==> src/rtl/quadrature_gen.sv <==
// quadrature_gen: quadrature A/B generator driven by step/direction commands.
// Ports:
//   clk, reset         clock; synchronous active-high reset
//   cmd_valid/ready    command handshake (accepted only in IDLE)
//   cmd_dir            1 = forward (A leads B), 0 = reverse
//   cmd_steps          number of quarter-phase transitions
//   cmd_period         clk cycles between transitions (0 behaves as 1)
//   abort              ends the running command without a further transition
//   a, b               Gray-coded quadrature outputs, straight from flops
//   busy, done         command in progress; one-cycle completion pulse
//   position           signed running tally of transitions, wraps modulo 2^POS_WIDTH
module quadrature_gen #(
    parameter int STEP_WIDTH = 16,
    parameter int DIV_WIDTH  = 16,
    parameter int POS_WIDTH  = 16
) (
    input  logic                  clk,
    input  logic                  reset,
    input  logic                  cmd_valid,
    output logic                  cmd_ready,
    input  logic                  cmd_dir,
    input  logic [STEP_WIDTH-1:0] cmd_steps,
    input  logic [DIV_WIDTH-1:0]  cmd_period,
    input  logic                  abort,
    output logic                  a,
    output logic                  b,
    output logic                  busy,
    output logic                  done,
    output logic [POS_WIDTH-1:0]  position
);
    typedef enum logic [1:0] {IDLE, RUN, DONE} state_t;

    state_t                state, state_n;
    logic                  dir, dir_n, a_n, b_n, step;
    logic [STEP_WIDTH-1:0] remaining, remaining_n;
    logic [DIV_WIDTH-1:0]  timer, timer_n, period, period_n;
    logic [POS_WIDTH-1:0]  position_n;

    assign cmd_ready = (state == IDLE) && !reset;
    assign busy      = (state != IDLE);
    assign done      = (state == DONE);

    always_comb begin
        state_n     = state;
        dir_n       = dir;
        remaining_n = remaining;
        timer_n     = timer;
        period_n    = period;
        step        = 1'b0;
        case (state)
            IDLE: if (cmd_valid) begin
                state_n     = RUN;
                dir_n       = cmd_dir;
                remaining_n = cmd_steps;
                period_n    = (cmd_period == '0) ? DIV_WIDTH'(1) : cmd_period;
                timer_n     = period_n;
            end
            RUN: if (abort || remaining == '0) begin
                state_n = DONE;
            end else if (timer <= DIV_WIDTH'(1)) begin
                step        = 1'b1;
                remaining_n = remaining - STEP_WIDTH'(1);
                timer_n     = period;
                state_n     = (remaining == STEP_WIDTH'(1)) ? DONE : RUN;
            end else begin
                timer_n = timer - DIV_WIDTH'(1);
            end
            default: state_n = IDLE;
        endcase
        // Gray stepping on the A/B pair itself: forward 00->10->11->01, reverse the opposite way.
        a_n        = step ? (dir ? ~b : b) : a;
        b_n        = step ? (dir ? a : ~a) : b;
        position_n = step ? (dir ? position + POS_WIDTH'(1) : position - POS_WIDTH'(1)) : position;
    end

    always_ff @(posedge clk) begin
        if (reset) begin
            state     <= IDLE;
            dir       <= 1'b0;
            remaining <= '0;
            timer     <= '0;
            period    <= '0;
            a         <= 1'b0;
            b         <= 1'b0;
            position  <= '0;
        end else begin
            state     <= state_n;
            dir       <= dir_n;
            remaining <= remaining_n;
            timer     <= timer_n;
            period    <= period_n;
            a         <= a_n;
            b         <= b_n;
            position  <= position_n;
        end
    end
endmodule

==> config.mk <==
export PLATFORM = sky130hd
export DESIGN_NAME = quadrature_gen
export DESIGN_NICKNAME = d
export VERILOG_FILES = /design/src/rtl/quadrature_gen.sv
export SDC_FILE = /design/constraint.sdc
export NUM_CORES = 1
export LEC_CHECK = 0
export BUFFER_PORTS_ARGS = -buffer_cell sky130_fd_sc_hd__buf_2
export CAP_MARGIN = 10
export CORE_ASPECT_RATIO = 0.6
export CORE_MARGIN = 2
export CORE_UTILIZATION = 35
export DETAILED_ROUTE_END_ITERATION = 10
export HOLD_SLACK_MARGIN = 0.12
export PLACE_DENSITY = 0.61
export SLEW_MARGIN = 20
export SYNTH_ARGS = -nofsm -noshare
export SYNTH_HDL_FRONTEND = slang
export SYNTH_SLANG_ARGS = --single-unit
==> constraint.sdc <==
create_clock -name clk -period 3.4 [get_ports clk]
set_clock_uncertainty 0.15 [all_clocks]
set_input_delay 0 -clock clk [delete_from_list [all_inputs] [get_ports clk]]
set_output_delay 0 -clock clk [all_outputs]
set_load 0.03 [all_outputs]
==> results.md, run 1 <==
- Final setup margin: 0.283 ns
- Fin util: 45.4%
- Diodes inserted: 0
- Cell Area, Synth: 0.00434 mm^2
- Largest net degree at the start of global routing: 60
- Cell mode on critical path: or4_1
- Critical-path cell list: or4_1 > or4_1 > or4_4 > or4_1 > o311ai_1
- CTS tree: yes
- First-pass GRT wire length: 22,600 um
- H-tree depth: 3
- Io pins: 58
- Post-route minimum period: 3.12 ns
- TritonCTS Buffers: 9
- TritonRoute pass-1 iters: 4
- Initial antenna violation count: 0
- Crit Path Max Fanout: 30
- Avg WL per Cell: 15.9 um
- Commonest non-fill, non-tap cell in the layout: nand2_1
- Sequential Power Share: 32.0%
- Final TNS setup: 0 ns
- GRT Util Overall: 20.7%
- Power density over the cells: 575 mW/mm^2
- Area growth syn-to-layout: 26.0%
- Min-delay worst type: register to register
- Cell at the root of the clock tree: clkbuf_16
- Crit-path slowest cell: or4_4
- Die area: 0.0133 mm^2
- Syn Inst Count: 592
- Status: finished, final reports clean
- Core Area: 0.0121 mm^2
- NetSw: 1.26 mW
- Clk pwr share: 26.9%
- Worst endpoint data arrival time: 3.21 ns
- Routed WL: 13,600 um
- Combinational power share: 41.2%
- Rel. slew slack: 43.3%
- Final #Nets: 738
- Clock sinks: 69
- Startpoint Class: register
- Post-CTS setup buffer count: 0
- Synth Flop Type: dfxtp_1
- Seq cells post-synth: 69
- DRC viols: 0
- Max Freq: 321 MHz
- Post-CTS sizing: 0
- Die Width: 148 um
- Max IR drop VDD: 0.292 mV
- Syn nets: 649
- GRT Residual Overflow: 0
- Crit end category: register
- Die outline height: 90.3 um
- Final setup violation count: 0
- Post-route ant nets: 0
- Layout cells sized above 1: 15.5%
- Most frequent cells in the layout: nand2_1, a21oi_1, dfxtp_1
- Gpl congestion: 0.893
- WS Path Type: register to register
- Register area share after synthesis: 31.8%
- Max Cap Viol: 0
- Initial Util: 36.0%
- FP Rows: 31
- EDFF count, synth: 0
- Sw Ratio: 40.0%
- Asr flop ratio synth: 0%
- Synth warn: 0
- Crit-path max cell delay: 0.72 ns
- Worst slack, placed: 0.322 ns
- Leak pwr: 2.26 nW
- Final hold viol count: 0
- Slew Viols, Final: 0
- Starting DRC count in detailed routing: 323
- Vias in the first global route: 4,519
- Post-DR vias/cell: 5.60
- Worst-margin pin slew: 0.851 ns
- Post-cts hold buffer count: 36
- Final Cycle Share: 91.7%
- HPWL after DPL: 9550 um
- IO Port Bufs: 57
- RSZ-0062 raised after global routing: no
- Clock Latency Late Sink: 0.34 ns
- Vias: 4,759
- Clock transition at the registers of the reported paths: 0.06 ns
- Distinct cells, synth: 59
- Clock Tree Buf Depth: 2
- Total power: 3.15 mW
- Worst EP required: 3.49 ns
- Pint: 1.89 mW
- Syn avg cell area: 7.34 um^2
worst max-delay path: cells and delay by family (launching register included):
kind | cells | cell delay (ns)
compound gates | 1 | 0.09
simple gates | 4 | 2.42
flops | 1 | 0.36
sequential cells by signal, summed over array words and instances (netlist names):
signal,flops
remaining,16
state,2
timer,16
period,16
dir,1
b,1
a,1
position,16
path summary, 6_finish.rpt:
kind	startpoint	to	slack [ns]	cells after the start
hold / removal	period[4]	period[4]	0.30	2
hold reg to reg	period[4]	period[4]	0.30	2
setup / recovery	timer[2]	position[8]	0.28	5
setup reg to reg	timer[2]	position[8]	0.28	5
stage by stage:
step / instance area [um^2] / cells / hold slack [ns]
floorplan: 4340 / 592 / -0.0140
global placement: 4850 / 799 / 0.116
detailed placement: 4850 / 799 / 0.122
CTS: 5470 / 850 / 0.304
global route: 5470 / 850 / 0.327
finish: 5470 / 850 / 0.300
kinds of logic (layout without fill, tap and decap cells):
group / count (synthesis) / count (layout) / synth area share [%]
compound gates: 191 / 191 / 27.4
xor+xnor: 9 / 9 / 1.81
fa+ha+maj: 20 / 20 / 5.93
buf+inv: 47 / 140 / 4.32
flops: 69 / 69 / 31.8
mux: 6 / 6 / 1.38
simple gates: 250 / 250 / 27.3
power by group through the flow:
| stage | clock, mW | combinational (mW) | sequential, mW |
|---|---|---|---|
| global route | 0.906 | 1.44 | 1.02 |
| floorplan | 0 | 0.869 | 1.01 |
| finish | 0.845 | 1.30 | 1.01 |
| global placement | 0 | 1.22 | 1.01 |
| detailed placement | 0 | 1.24 | 1.02 |
| CTS | 0.860 | 1.28 | 1.00 |
cell usage after synthesis, types with 7 or more instances:
cell	count	area, um^2
nand2_1	107	402
a21oi_1	71	355
dfxtp_1	69	1380
nor2_1	43	161
o21ai_0	41	205
clkbuf_1	29	109
ha_1	19	238
nor3_1	19	95.1
nor4_1	16	100
nand3_1	14	70.1
inv_1	12	45.0
a21o_1	11	82.6
a211oi_1	9	67.6
and2_1	7	43.8
o211ai_1	7	52.6
or3_1	7	43.8
or4_1	7	52.6
final cells by class:
| class | count | area (um^2) |
|---|---|---|
| inverter | 12 | 45.0 |
| tap | 165 | 206 |
| timing repair buffer | 113 | 796 |
| clock inverter | 4 | 26.3 |
| multi-input combinational | 476 | 2790 |
| sequential | 69 | 1380 |
| fill | 1222 | 6590 |
| clock buffer | 11 | 233 |
routing by layer:
layer,vias to the layer above,part of all wire [%],GRT usage (%)
li1,2356,-,-
met1,2242,51,30.0
met2,143,42,31.4
met3,18,5.8,4.55
met4,0,1.1,4.97
met5,-,0,0
No activity file was read; power rests on OpenSTA's default activity.
==> inputs of run 2 (changes only) <==
--- a/config.mk
+++ b/config.mk
@@ -7,7 +7,7 @@
 export LEC_CHECK = 0
 export BUFFER_PORTS_ARGS = -buffer_cell sky130_fd_sc_hd__buf_2
 export CAP_MARGIN = 10
-export CORE_ASPECT_RATIO = 0.6
+export CORE_ASPECT_RATIO = 1.4
 export CORE_MARGIN = 2
 export CORE_UTILIZATION = 35
 export DETAILED_ROUTE_END_ITERATION = 10
==> results.md, run 2 (same netlist as run 1, synthesis figures left out) <==
- Gpl congestion: 0.856 (was 0.893)
- Vias: 4,700 (was 4,759)
- Area growth syn-to-layout: 26.2% (was 26.0%)
- Worst slack, placed: 0.294 ns (was 0.322 ns)
- Cell at the root of the clock tree: clkbuf_16 (unchanged)
- Most frequent cells in the layout: nand2_1, a21oi_1, dfxtp_1 (unchanged)
- NetSw: 1.25 mW (was 1.26 mW)
- Final hold viol count: 0 (unchanged)
- Clock transition at the registers of the reported paths: 0.06 ns (about the same)
- Post-route ant nets: 0 (unchanged)
- Core Area: 0.0123 mm^2 (was 0.0121 mm^2)
- Min-delay worst type: register to register (unchanged)
- Avg WL per Cell: 15.4 um (was 15.9 um)
- Reg area: 0.00138 mm^2 (unchanged)
- GRT Residual Overflow: 0 (unchanged)
- DRC viols: 0 (unchanged)
- Crit-path slowest cell: or4_4 (unchanged)
- Crit Path Max Fanout: 30 (unchanged)
- Clock sinks: 69 (unchanged)
- Startpoint Class: register (unchanged)
- HPWL after DPL: 8820 um (was 9550 um)
- Total power: 3.23 mW (was 3.15 mW)
- Placed cell areas: 0.00482 mm^2 (was 0.00485 mm^2)
- Multi-input gate area: 0.00279 mm^2 (unchanged)
- CTS tree: yes (unchanged)
- Worst endpoint data arrival time: 3.24 ns (was 3.21 ns)
- Final setup margin: 0.253 ns (was 0.283 ns)
- Worst-margin pin slew: 0.827 ns (was 0.851 ns)
- Die outline height: 136 um (was 90.3 um)
- Final TNS setup: 0 ns (unchanged)
- Die area: 0.0133 mm^2 (about the same)
- Commonest non-fill, non-tap cell in the layout: nand2_1 (unchanged)
- Max Freq: 318 MHz (was 321 MHz)
- Clock Tree Buf Depth: 2 (unchanged)
- Max IR drop VDD: 0.244 mV (was 0.292 mV)
- Power density over the cells: 589 mW/mm^2 (was 575 mW/mm^2)
- Post-route minimum period: 3.15 ns (was 3.12 ns)
- Clk pwr share: 29.9% (was 26.9%)
- Layout cells sized above 1: 15.5% (about the same)
- Cell mode on critical path: or4_1 (unchanged)
- IO Port Bufs: 57 (unchanged)
- TritonCTS Buffers: 9 (unchanged)
- WP buf/inv: 0 (unchanged)
- Post-CTS sizing: 0 (unchanged)
- Final Instance Area: 0.00548 mm^2 (was 0.00547 mm^2)
- Io pins: 58 (unchanged)
- Die Width: 98.1 um (was 148 um)
- Final setup violation count: 0 (unchanged)
- Final #Nets: 736 (was 738)
- WS Path Type: register to register (unchanged)
- FP Rows: 48 (was 31)
- FILL cells: 1,259 (was 1,222)
- Pint: 1.98 mW (was 1.89 mW)
- Initial antenna violation count: 0 (unchanged)
- First-pass GRT wire length: 21,400 um (was 22,600 um)
- Slew Viols, Final: 0 (unchanged)
- Initial Util: 35.4% (was 36.0%)
- Post-cts hold buffer count: 36 (unchanged)
- Crit end category: register (unchanged)
- Largest net degree at the start of global routing: 60 (unchanged)
- Diodes inserted: 0 (unchanged)
- Rel. slew slack: 44.9% (was 43.3%)
- Sw Ratio: 38.6% (was 40.0%)
- TritonRoute pass-1 iters: 5 (was 4)
- Starting DRC count in detailed routing: 308 (was 323)
- Combinational power share: 39.0% (was 41.2%)
- Worst EP required: 3.49 ns (about the same)
- GRT Util Overall: 19.6% (was 20.7%)
- RSZ-0062 raised after global routing: no (unchanged)
- Sequential Power Share: 31.1% (was 32.0%)
- Critical path's top delay family: simple AND/OR/NAND/NOR gates (unchanged)
- Critical-path cell list: or4_1 > or4_1 > or4_4 > or4_1 > o311ai_1 (unchanged)
- H-tree depth: 3 (unchanged)
- Post-CTS setup buffer count: 0 (unchanged)
- Vias in the first global route: 4,488 (was 4,519)
- Max Cap Viol: 0 (unchanged)
- Clock Latency Late Sink: 0.34 ns (about the same)
- Final Cycle Share: 92.6% (was 91.7%)
- Crit-path max cell delay: 0.72 ns (about the same)
- Status: finished, final reports clean (unchanged)
- Leak pwr: 2.27 nW (was 2.26 nW)
- Post-DR vias/cell: 5.64 (was 5.60)
- Routed WL: 12,900 um (was 13,600 um)
run 2: layout make-up:
cell class,instances,share of cell area [%]
repair buffers,111,14.2
well taps,150,3.42
inverters,12,0.822
clock inverters,5,1.10
flip-flops and latches,69,25.2
multi-input cells,476,50.8
clock buffers,11,4.43
run 2: metal layers:
metal  track usage [%]  vias to the layer above  routed length (um)
met3              2.53                       19                 550
li1                  -                     2359                   -
met5                 0                        -                   0
met1              23.8                     2194                5650
met4              8.90                        0                 291
met2              34.4                      128                6370
run 2: worst paths after layout:
path | start | depth (start not counted) | slack [ns] | end
worst min register to register | period[12] | 2 | 0.30 | period[12]
worst min-delay path | period[12] | 2 | 0.30 | period[12]
worst max-delay path | timer[2] | 5 | 0.25 | position[8]
worst max register to register | timer[2] | 5 | 0.25 | position[8]
run 2: metrics by stage:
stage / util (%) / instances / hold slack [ns]
floorplan: - / 592 / -0.0140
global placement: 39.3 / 782 / 0.115
detailed placement: 39.3 / 782 / 0.112
CTS: 44.8 / 834 / 0.303
global route: 44.8 / 834 / 0.329
finish: 44.8 / 834 / 0.304
run 2: power by group through the flow:
stage	combinational, mW	clock (mW)	sequential [mW]
after floorplan	0.869	0	1.01
after global routing	1.42	1.01	1.02
after detailed placement	1.22	0	1.02
final	1.26	0.966	1.00
after CTS	1.26	0.983	1.00
after global placement	1.20	0	1.01
run 2: worst min-delay path: stages, from the launching register on:
cell and delay (ns):
dfxtp_1 0.31, nand2_1 0.05, a21oi_1 0.05
